===== src/rtl/mul_pkg.sv =====
// Shared widths and types for the 4x4 multiplier datapath.
package mul_pkg;

    localparam int OP_W   = 4;
    localparam int PROD_W = 8;

    typedef logic [OP_W-1:0]   op_t;
    typedef logic [PROD_W-1:0] prod_t;

endpackage


===== src/rtl/fa.sv =====
// Gate-level full-adder cell: compresses three bits of equal weight into sum and carry.
module fa (
    output logic Cout,
    output logic S,
    input  logic A,
    input  logic B,
    input  logic Cin
);

    logic ab_x;
    logic ab_a;
    logic cx_a;

    xor g_x0 (ab_x, A, B);
    xor g_x1 (S, ab_x, Cin);
    and g_a0 (ab_a, A, B);
    and g_a1 (cx_a, ab_x, Cin);
    or  g_o0 (Cout, ab_a, cx_a);

endmodule


===== src/rtl/ha.sv =====
// Half-adder cell: two inputs of equal weight give sum and carry.
module ha (
    output logic Cout,
    output logic S,
    input  logic A,
    input  logic B
);

    assign S    = A ^ B;
    assign Cout = A & B;

endmodule


===== src/rtl/wallace_mul4_pipe.sv =====
// Three-stage 4x4 unsigned multiplier: operand register, two-level Wallace
// reduction into sum/carry rows, then an 8-bit ripple adder into the output.
module wallace_mul4_pipe
    import mul_pkg::*;
(
    input  logic  clk,
    input  logic  rst,
    input  logic  in_valid,
    output logic  in_ready,
    input  op_t   a,
    input  op_t   b,
    output logic  out_valid,
    input  logic  out_ready,
    output prod_t p
);

    logic  v0, v1, v2;
    op_t   a_q, b_q;
    prod_t sum_q, carry_q;
    logic  en;

    // The whole pipe moves as one; only a stalled, full output slot stops it.
    assign en        = !v2 || out_ready;
    assign in_ready  = en;
    assign out_valid = v2;

    logic [OP_W-1:0][OP_W-1:0] pp;

    always_comb begin
        pp = '0;
        for (int i = 0; i < OP_W; i++) begin
            for (int j = 0; j < OP_W; j++) begin
                pp[i][j] = a_q[i] & b_q[j];
            end
        end
    end

    // Level 1: column heights 1,2,3,4,3,2,1 drop to at most 3 (only weight 3).
    logic l1_s1, l1_c1, l1_s2, l1_c2, l1_s3, l1_c3;
    logic l1_s4, l1_c4, l1_s5, l1_c5;

    ha u_l1_w1 (.Cout(l1_c1), .S(l1_s1), .A(pp[0][1]), .B(pp[1][0]));
    fa u_l1_w2 (.Cout(l1_c2), .S(l1_s2), .A(pp[0][2]), .B(pp[1][1]), .Cin(pp[2][0]));
    fa u_l1_w3 (.Cout(l1_c3), .S(l1_s3), .A(pp[0][3]), .B(pp[1][2]), .Cin(pp[2][1]));
    fa u_l1_w4 (.Cout(l1_c4), .S(l1_s4), .A(pp[1][3]), .B(pp[2][2]), .Cin(pp[3][1]));
    ha u_l1_w5 (.Cout(l1_c5), .S(l1_s5), .A(pp[2][3]), .B(pp[3][2]));

    // Level 2: weight 3 needs an FA, and weights 4..6 each take a HA so the
    // carry rippling in from below still leaves at most two bits per column.
    logic l2_s3, l2_c3, l2_s4, l2_c4, l2_s5, l2_c5, l2_s6, l2_c6;

    fa u_l2_w3 (.Cout(l2_c3), .S(l2_s3), .A(l1_s3), .B(pp[3][0]), .Cin(l1_c2));
    ha u_l2_w4 (.Cout(l2_c4), .S(l2_s4), .A(l1_s4), .B(l1_c3));
    ha u_l2_w5 (.Cout(l2_c5), .S(l2_s5), .A(l1_s5), .B(l1_c4));
    ha u_l2_w6 (.Cout(l2_c6), .S(l2_s6), .A(pp[3][3]), .B(l1_c5));

    prod_t sum_row;
    prod_t carry_row;

    assign sum_row   = {1'b0, l2_s6, l2_s5, l2_s4, l2_s3, l1_s2, l1_s1, pp[0][0]};
    assign carry_row = {l2_c6, l2_c5, l2_c4, l2_c3, 1'b0, l1_c1, 2'b00};

    // Final ripple adder; each stage owns its carry so the chain is not one
    // self-referencing vector.
    prod_t cpa_sum;
    logic  cpa_cout_unused;

    for (genvar k = 0; k < PROD_W - 1; k++) begin : g_cpa
        logic c;
        if (k == 0) begin : g_lsb
            ha u_ha (.Cout(c), .S(cpa_sum[k]), .A(sum_q[k]), .B(carry_q[k]));
        end else begin : g_mid
            fa u_fa (.Cout(c), .S(cpa_sum[k]), .A(sum_q[k]), .B(carry_q[k]),
                     .Cin(g_cpa[k-1].c));
        end
    end

    // The product never exceeds 225, so the top carry is always 0.
    fa u_cpa_msb (.Cout(cpa_cout_unused), .S(cpa_sum[PROD_W-1]),
                  .A(sum_q[PROD_W-1]), .B(carry_q[PROD_W-1]),
                  .Cin(g_cpa[PROD_W-2].c));

    // NOTE: sequential state uses non-blocking assignments so every stage
    // samples the previous stage's pre-edge value and the pipe shifts cleanly.
    always_ff @(posedge clk or posedge rst) begin
        if (rst) begin
            // NOTE: data registers are reset too, so p reads 0 until the first result.
            v0      <= 1'b0;
            v1      <= 1'b0;
            v2      <= 1'b0;
            a_q     <= '0;
            b_q     <= '0;
            sum_q   <= '0;
            carry_q <= '0;
            p       <= '0;
        end else if (en) begin
            v0      <= in_valid;
            a_q     <= a;
            b_q     <= b;
            v1      <= v0;
            sum_q   <= sum_row;
            carry_q <= carry_row;
            v2      <= v1;
            p       <= cpa_sum;
        end
    end

endmodule


===== config.mk =====
export PLATFORM = sky130hd
export DESIGN_NAME = wallace_mul4_pipe
export DESIGN_NICKNAME = d
export VERILOG_FILES = /design/src/rtl/mul_pkg.sv /design/src/rtl/fa.sv /design/src/rtl/ha.sv /design/src/rtl/wallace_mul4_pipe.sv
export SDC_FILE = /design/constraint.sdc
export NUM_CORES = 1
export LEC_CHECK = 0
export ABC_AREA = 1
export CORE_MARGIN = 2
export CORE_UTILIZATION = 50
export DETAILED_ROUTE_END_ITERATION = 16
export PLACE_DENSITY = 0.74
export SLEW_MARGIN = 20
export SYNTH_ARGS = -nofsm -noshare
export SYNTH_HDL_FRONTEND = slang
export SYNTH_SLANG_ARGS = --single-unit

===== constraint.sdc =====
create_clock -name clk -period 6.1 [get_ports clk]
set_input_delay 1.525 -clock clk [delete_from_list [all_inputs] [get_ports clk]]
set_output_delay 1.525 -clock clk [all_outputs]
set_load 0.005 [all_outputs]

==> results of run 1 <==
[synth_stat cells, drive strengths merged]
| master | number | area [um^2] |
|---|---|---|
| nand2 | 93 | 352 |
| dfrtp | 31 | 776 |
| inv | 25 | 93.8 |
| fa | 7 | 140 |
| ha | 7 | 87.6 |
| o21ai | 7 | 35.0 |
| buf | 5 | 56.3 |
| nand3 | 2 | 10.0 |
| nor2 | 1 | 11.3 |
[sequential cells by signal, indices dropped and copies added, names as in the netlist]
name / count
sum_q: 7
b_q: 4
a_q: 4
v0: 1
out_valid: 1
carry_q: 5
v1: 1
p: 8
[critical path: cells and delay by family]
kind | cells | cell delay [ps]
buf+inv | 4 | 1470
simple gates | 1 | 40
[final timing paths]
kind / endpoint / slack, ps / cells after the start
min in group asynchronous: p[7] / 1580 / 2
worst min register to register: out_valid / 460 / 2
max in group asynchronous: a_q[3] / 4110 / 2
worst max register to register: p[6] / 3820 / 7
worst max-delay path: in_ready / 1530 / 5
worst min-delay path: out_valid / 460 / 2
[cells by family (layout without fill, tap and decap cells)]
family	after synthesis	count (layout)
buffers and inverters	30	55
AO/OA/AOI/OAI	7	7
flip-flops	31	31
adder cells (fa/ha/maj)	14	14
AND/OR/NAND/NOR	96	96
[cells in the final DEF (no fill, tap or decap), types with 2 or more instances in the layout]
cell              n
clkbuf_4          5
clkdlybuf4s50_1  21
dfrtp_1          31
fa_1              7
ha_1              7
inv_1            22
inv_2             3
nand2_1          92
nand3_1           2
o21ai_0           7
[layout make-up]
class / count / area (um^2) / area share
well taps: 33 / 41.3 / 0.0223
inverters: 25 / 93.8 / 0.0507
clock inverters: 2 / 35.0 / 0.0189
flip-flops and latches: 31 / 776 / 0.419
repair buffers: 22 / 218 / 0.118
clock buffers: 6 / 51.3 / 0.0277
multi-input cells: 117 / 636 / 0.343
[power groups by stage]
| stage | clock [mW] | combinational [mW] | sequential, mW |
|---|---|---|---|
| after CTS | 0.171 | 0.239 | 0.318 |
| after floorplan | 0 | 0.159 | 0.314 |
| after detailed placement | 0 | 0.238 | 0.322 |
| final | 0.167 | 0.234 | 0.317 |
| after global placement | 0 | 0.228 | 0.317 |
| after global routing | 0.178 | 0.272 | 0.327 |
[metrics by stage]
stage | worst slack, ps | power [mW] | hold WS, ps
floorplan | 2770 | 0.473 | 419
global placement | 1560 | 0.544 | 433
detailed placement | 1540 | 0.560 | 435
CTS | 1530 | 0.728 | 457
global route | 1440 | 0.778 | 494
finish | 1530 | 0.719 | 461
[routing by layer]
metal	up-vias	GRT usage	wire length, um
met3	5	0.0541	157
met5	-	0	0
met2	35	0.289	1230
li1	571	-	-
met4	0	0.0762	38
met1	525	0.200	1110
==> impl_metrics.json, run 1 <==
{
  "outcome": "finished clean",
  "fin_util": 0.616,
  "grt_pass1_vias": 1116,
  "cts-buffers-inserted": 5,
  "path_clk_slew_ps": 90,
  "n_antenna_cell": 0,
  "die_area_um2": 3590,
  "portBuffers": 21,
  "ctsResizeCount": 0,
  "required_ps": 4580,
  "grt_pass1_wl_um": 4490,
  "viasPerCell": 4.81,
  "synthesis.nets": 204,
  "crit_chain": "clkdlybuf4s50_1 > inv_2 > nand2_2 > buf_4 > clkdlybuf4s50_1",
  "worstReg2RegStart": "carry_q[2]",
  "design_area_um2": 1850,
  "ant_nets": 0,
  "io_pins": 22,
  "grt_util_all_layers": 0.172,
  "synth.mux.area_fraction": 0,
  "startpoint_type": "primary input",
  "fin_nets": 228,
  "sequentialPowerShare": 0.441,
  "vias": 1136,
  "clk_latency_ps": 330,
  "place_area_um2": 1760,
  "ctsHoldBuffers": 0,
  "fill_cells": 272,
  "end_kind": "output port",
  "synth_compound_area_frac": 0.0224,
  "hp-class": "reg2reg",
  "gp_congestion": 0.792,
  "worst_path_max_delay_cell": "clkdlybuf4s50_1",
  "cap_viol_max_count": 0,
  "grt_max_degree": 36,
  "fin_cells": 236,
  "clock_power_share": 0.233,
  "p_switching_mw": 0.238,
  "dieWidth_um": 59.9,
  "cp_slowest_stage_delay_ps": 570,
  "drtPass1Iterations": 6,
  "rsz0062_at_grt": "false",
  "dp.cells": 228,
  "wl_per_cell_um": 10.8,
  "antenna_found_initial": 0,
  "worst_clock_skew_ps": 6.24,
  "swShare": 0.331,
  "dpl.hpwl_um": 1820,
  "synth_xor_area_frac": 0,
  "peakVddDrop_v": 0.000159,
  "period_minus_slack_ps": 4570,
  "cpMostUsedCell": "clkdlybuf4s50_1",
  "drt_iter0_drc": 34,
  "syn-cell-area_um2": 1560,
  "cts_tree": "yes",
  "synth_simple_gate_area_frac": 0.239,
  "layout-drive-gt1-share": 0.0690,
  "die-height_um": 59.9,
  "internal_power_mw": 0.481,
  "min_from": "v1",
  "rows": 20,
  "ys_seq_area_frac": 0.497,
  "syn_to_final_growth_pct": 18.5,
  "max_freq_ghz": 0.219,
  "gr-total-overflow": 0,
  "synthAdderAreaFrac": 0.146,
  "yosys_warnings": 0,
  "comb_power_share": 0.326,
  "worst_pin_slew_ps": 628,
  "maxSlewViolCount": 0,
  "path_max_fanout": 35,
  "p_per_area_nw_per_um2": 388,
  "core_um2": 3000,
  "cts_root_buf": "clkbuf_4",
  "timing.final.crit_share": 0.749,
  "critPathKind": "in2out",
  "slew_headroom": 0.581,
  "cts_setup_buffers": 0,
  "setup_violations": 0,
  "worst_ep_arrival_time_ps": 3040,
  "synth_top_family_by_area": "simple AND/OR/NAND/NOR gates",
  "fin_tns_setup_ps": 0,
  "htreeDepth": 2,
  "ys_ff_latch": 31,
  "setup.worst_path.start": "out_ready",
  "cts.sinks": 31,
  "finalHoldViolCount": 0,
  "initial_utilization": 0.520,
  "ys_types": 11,
  "leakage_nw": 1.07,
  "drt-total-wl_um": 2540,
  "route.detailed.drc": 0,
  "clockBufferDepth": 2,
  "netlist_instances": 178,
  "syn_area_per_cell_um2": 8.77
}
No activity file was read; power rests on OpenSTA's default activity.
==> run 2: changes to the inputs <==
- clock period: 6.1 -> 4.6 ns (I/O delays scaled with it)
==> impl_metrics.json, run 2 (synthesized netlist as in run 1, its figures left out) <==
{
  "ctsHoldBuffers": 0,
  "whs_path_depth": 2,
  "core_um2": 3000,
  "wl_per_cell_um": 10.4,
  "period_minus_slack_ps": 3460,
  "use_met3": 0.0584,
  "cts-buffers-inserted": 5,
  "total_power_mw": 0.947,
  "timing.final.crit_share": 0.752,
  "cts_root_buf": "clkbuf_4",
  "drt_iter0_drc": 45,
  "route.detailed.drc": 0,
  "cp_slowest_stage_delay_ps": 540,
  "cts.sinks": 31,
  "p_per_area_nw_per_um2": 512,
  "htreeDepth": 2,
  "startpoint_type": "primary input",
  "ant_nets": 0,
  "min_from": "v1",
  "gr-total-overflow": 0,
  "clockBufferDepth": 2,
  "syn_to_final_growth_pct": 18.5,
  "cts_setup_buffers": 0,
  "reg_top3": "p x8, sum_q x7, carry_q x5",
  "slew_headroom": 0.588,
  "worstReg2RegEnd": "p[6]",
  "grt_pass1_vias": 1078,
  "initial_utilization": 0.520,
  "grt_max_degree": 35,
  "fin_tns_setup_ps": 0,
  "rows": 20,
  "maxSlewViolCount": 0,
  "path_max_fanout": 2,
  "n_antenna_cell": 0,
  "vias": 1088,
  "worst_clock_skew_ps": 6.60,
  "drt-total-wl_um": 2450,
  "fin_nets": 228,
  "worst_path_max_delay_cell": "clkdlybuf4s50_1",
  "ff2ff_setup_slack_ps": 2360,
  "required_ps": 3450,
  "top_register": "p",
  "layout_common_cells": "nand2_1, dfrtp_1, inv_1",
  "cts_tree": "yes",
  "rr_worst_depth": 7,
  "setup_violations": 0,
  "viasPerCell": 4.61,
  "peakVddDrop_v": 0.000234,
  "rsz0062_at_grt": "false",
  "leakage_nw": 1.07,
  "outcome": "finished clean",
  "worst_pin_slew_ps": 618,
  "io_pins": 22,
  "worst_ep_arrival_time_ps": 2310,
  "grt_util_all_layers": 0.173,
  "largest_reg_flops": 8,
  "die_area_um2": 3590,
  "end_kind": "output port",
  "ctsResizeCount": 0,
  "dieWidth_um": 59.9,
  "fill_cells": 270,
  "antenna_found_initial": 0,
  "dpl.hpwl_um": 1710,
  "cap_viol_max_count": 0,
  "clk_latency_ps": 340,
  "die-height_um": 59.9,
  "grt_pass1_wl_um": 4450,
  "worstReg2RegStart": "carry_q[2]",
  "path_clk_slew_ps": 90,
  "cpMostUsedCell": "clkdlybuf4s50_1",
  "use_met2": 0.298,
  "hp-class": "reg2reg",
  "max_freq_ghz": 0.289,
  "layout-drive-gt1-share": 0.0690,
  "drtPass1Iterations": 4,
  "min_to": "out_valid",
  "final_common_cell": "nand2_1",
  "top_usage_layer": "met2",
  "finalHoldViolCount": 0,
  "crit_chain": "clkdlybuf4s50_1 > inv_2 > nand2_2 > clkdlybuf4s50_1",
  "portBuffers": 21,
  "met1_usage": 0.192,
  "gp_congestion": 0.752,
  "critPathKind": "in2out"
}
[run 2: cell counts in the layout (fill, tap and decap cells not counted)]
No cell type changed its count.
[run 2: layout make-up]
cell class / count / area, um^2 / area share
tap: 33 / 41.3 / 0.0223
clock buffer: 6 / 51.3 / 0.0277
sequential: 31 / 776 / 0.419
inverter: 25 / 93.8 / 0.0507
multi-input combinational: 117 / 636 / 0.343
timing repair buffer: 22 / 218 / 0.118
clock inverter: 2 / 35.0 / 0.0189
[run 2: how the worst max path moves through the flow]
| stage | start | end | slack, ps | cells past startpoint |
|---|---|---|---|---|
| after floorplan | out_ready | in_ready | 2020 | 3 |
| after global placement | out_ready | in_ready | 1130 | 4 |
| after detailed placement | out_ready | in_ready | 1140 | 4 |
| after CTS | out_ready | in_ready | 1130 | 4 |
| after global routing | out_ready | in_ready | 1090 | 4 |
| final | out_ready | in_ready | 1140 | 4 |
[run 2: layer usage]
layer,vias up,part of all wire
li1,569,-
met4,0,0.023
met3,5,0.053
met1,489,0.44
met2,25,0.48
met5,-,0
[run 2: where the power goes]
part	total (mW)	internal [mW]	switching (mW)	leakage [nW]
Clock	0.223	0.128	0.0948	0.0482
Combinational	0.306	0.149	0.157	0.635
Sequential	0.417	0.359	0.0587	0.392
Total	0.947	0.636	0.310	1.07
[run 2: metrics by stage]
stage / utilization / cell area [um^2] / instances / worst slack (ps) / hold slack [ps]
after floorplan: - / 1560 / 178 / 2020 / 419
after global placement: 0.588 / 1760 / 228 / 1130 / 429
after detailed placement: 0.588 / 1760 / 228 / 1140 / 439
after CTS: 0.616 / 1850 / 236 / 1130 / 463
after global routing: 0.616 / 1850 / 236 / 1090 / 498
final: 0.616 / 1850 / 236 / 1140 / 457
[run 2: critical path: cells and delay by family]
| kind | cells | cell delay, ps |
|---|---|---|
| buffers and inverters | 3 | 1090 |
| and+or+nand+nor | 1 | 70 |
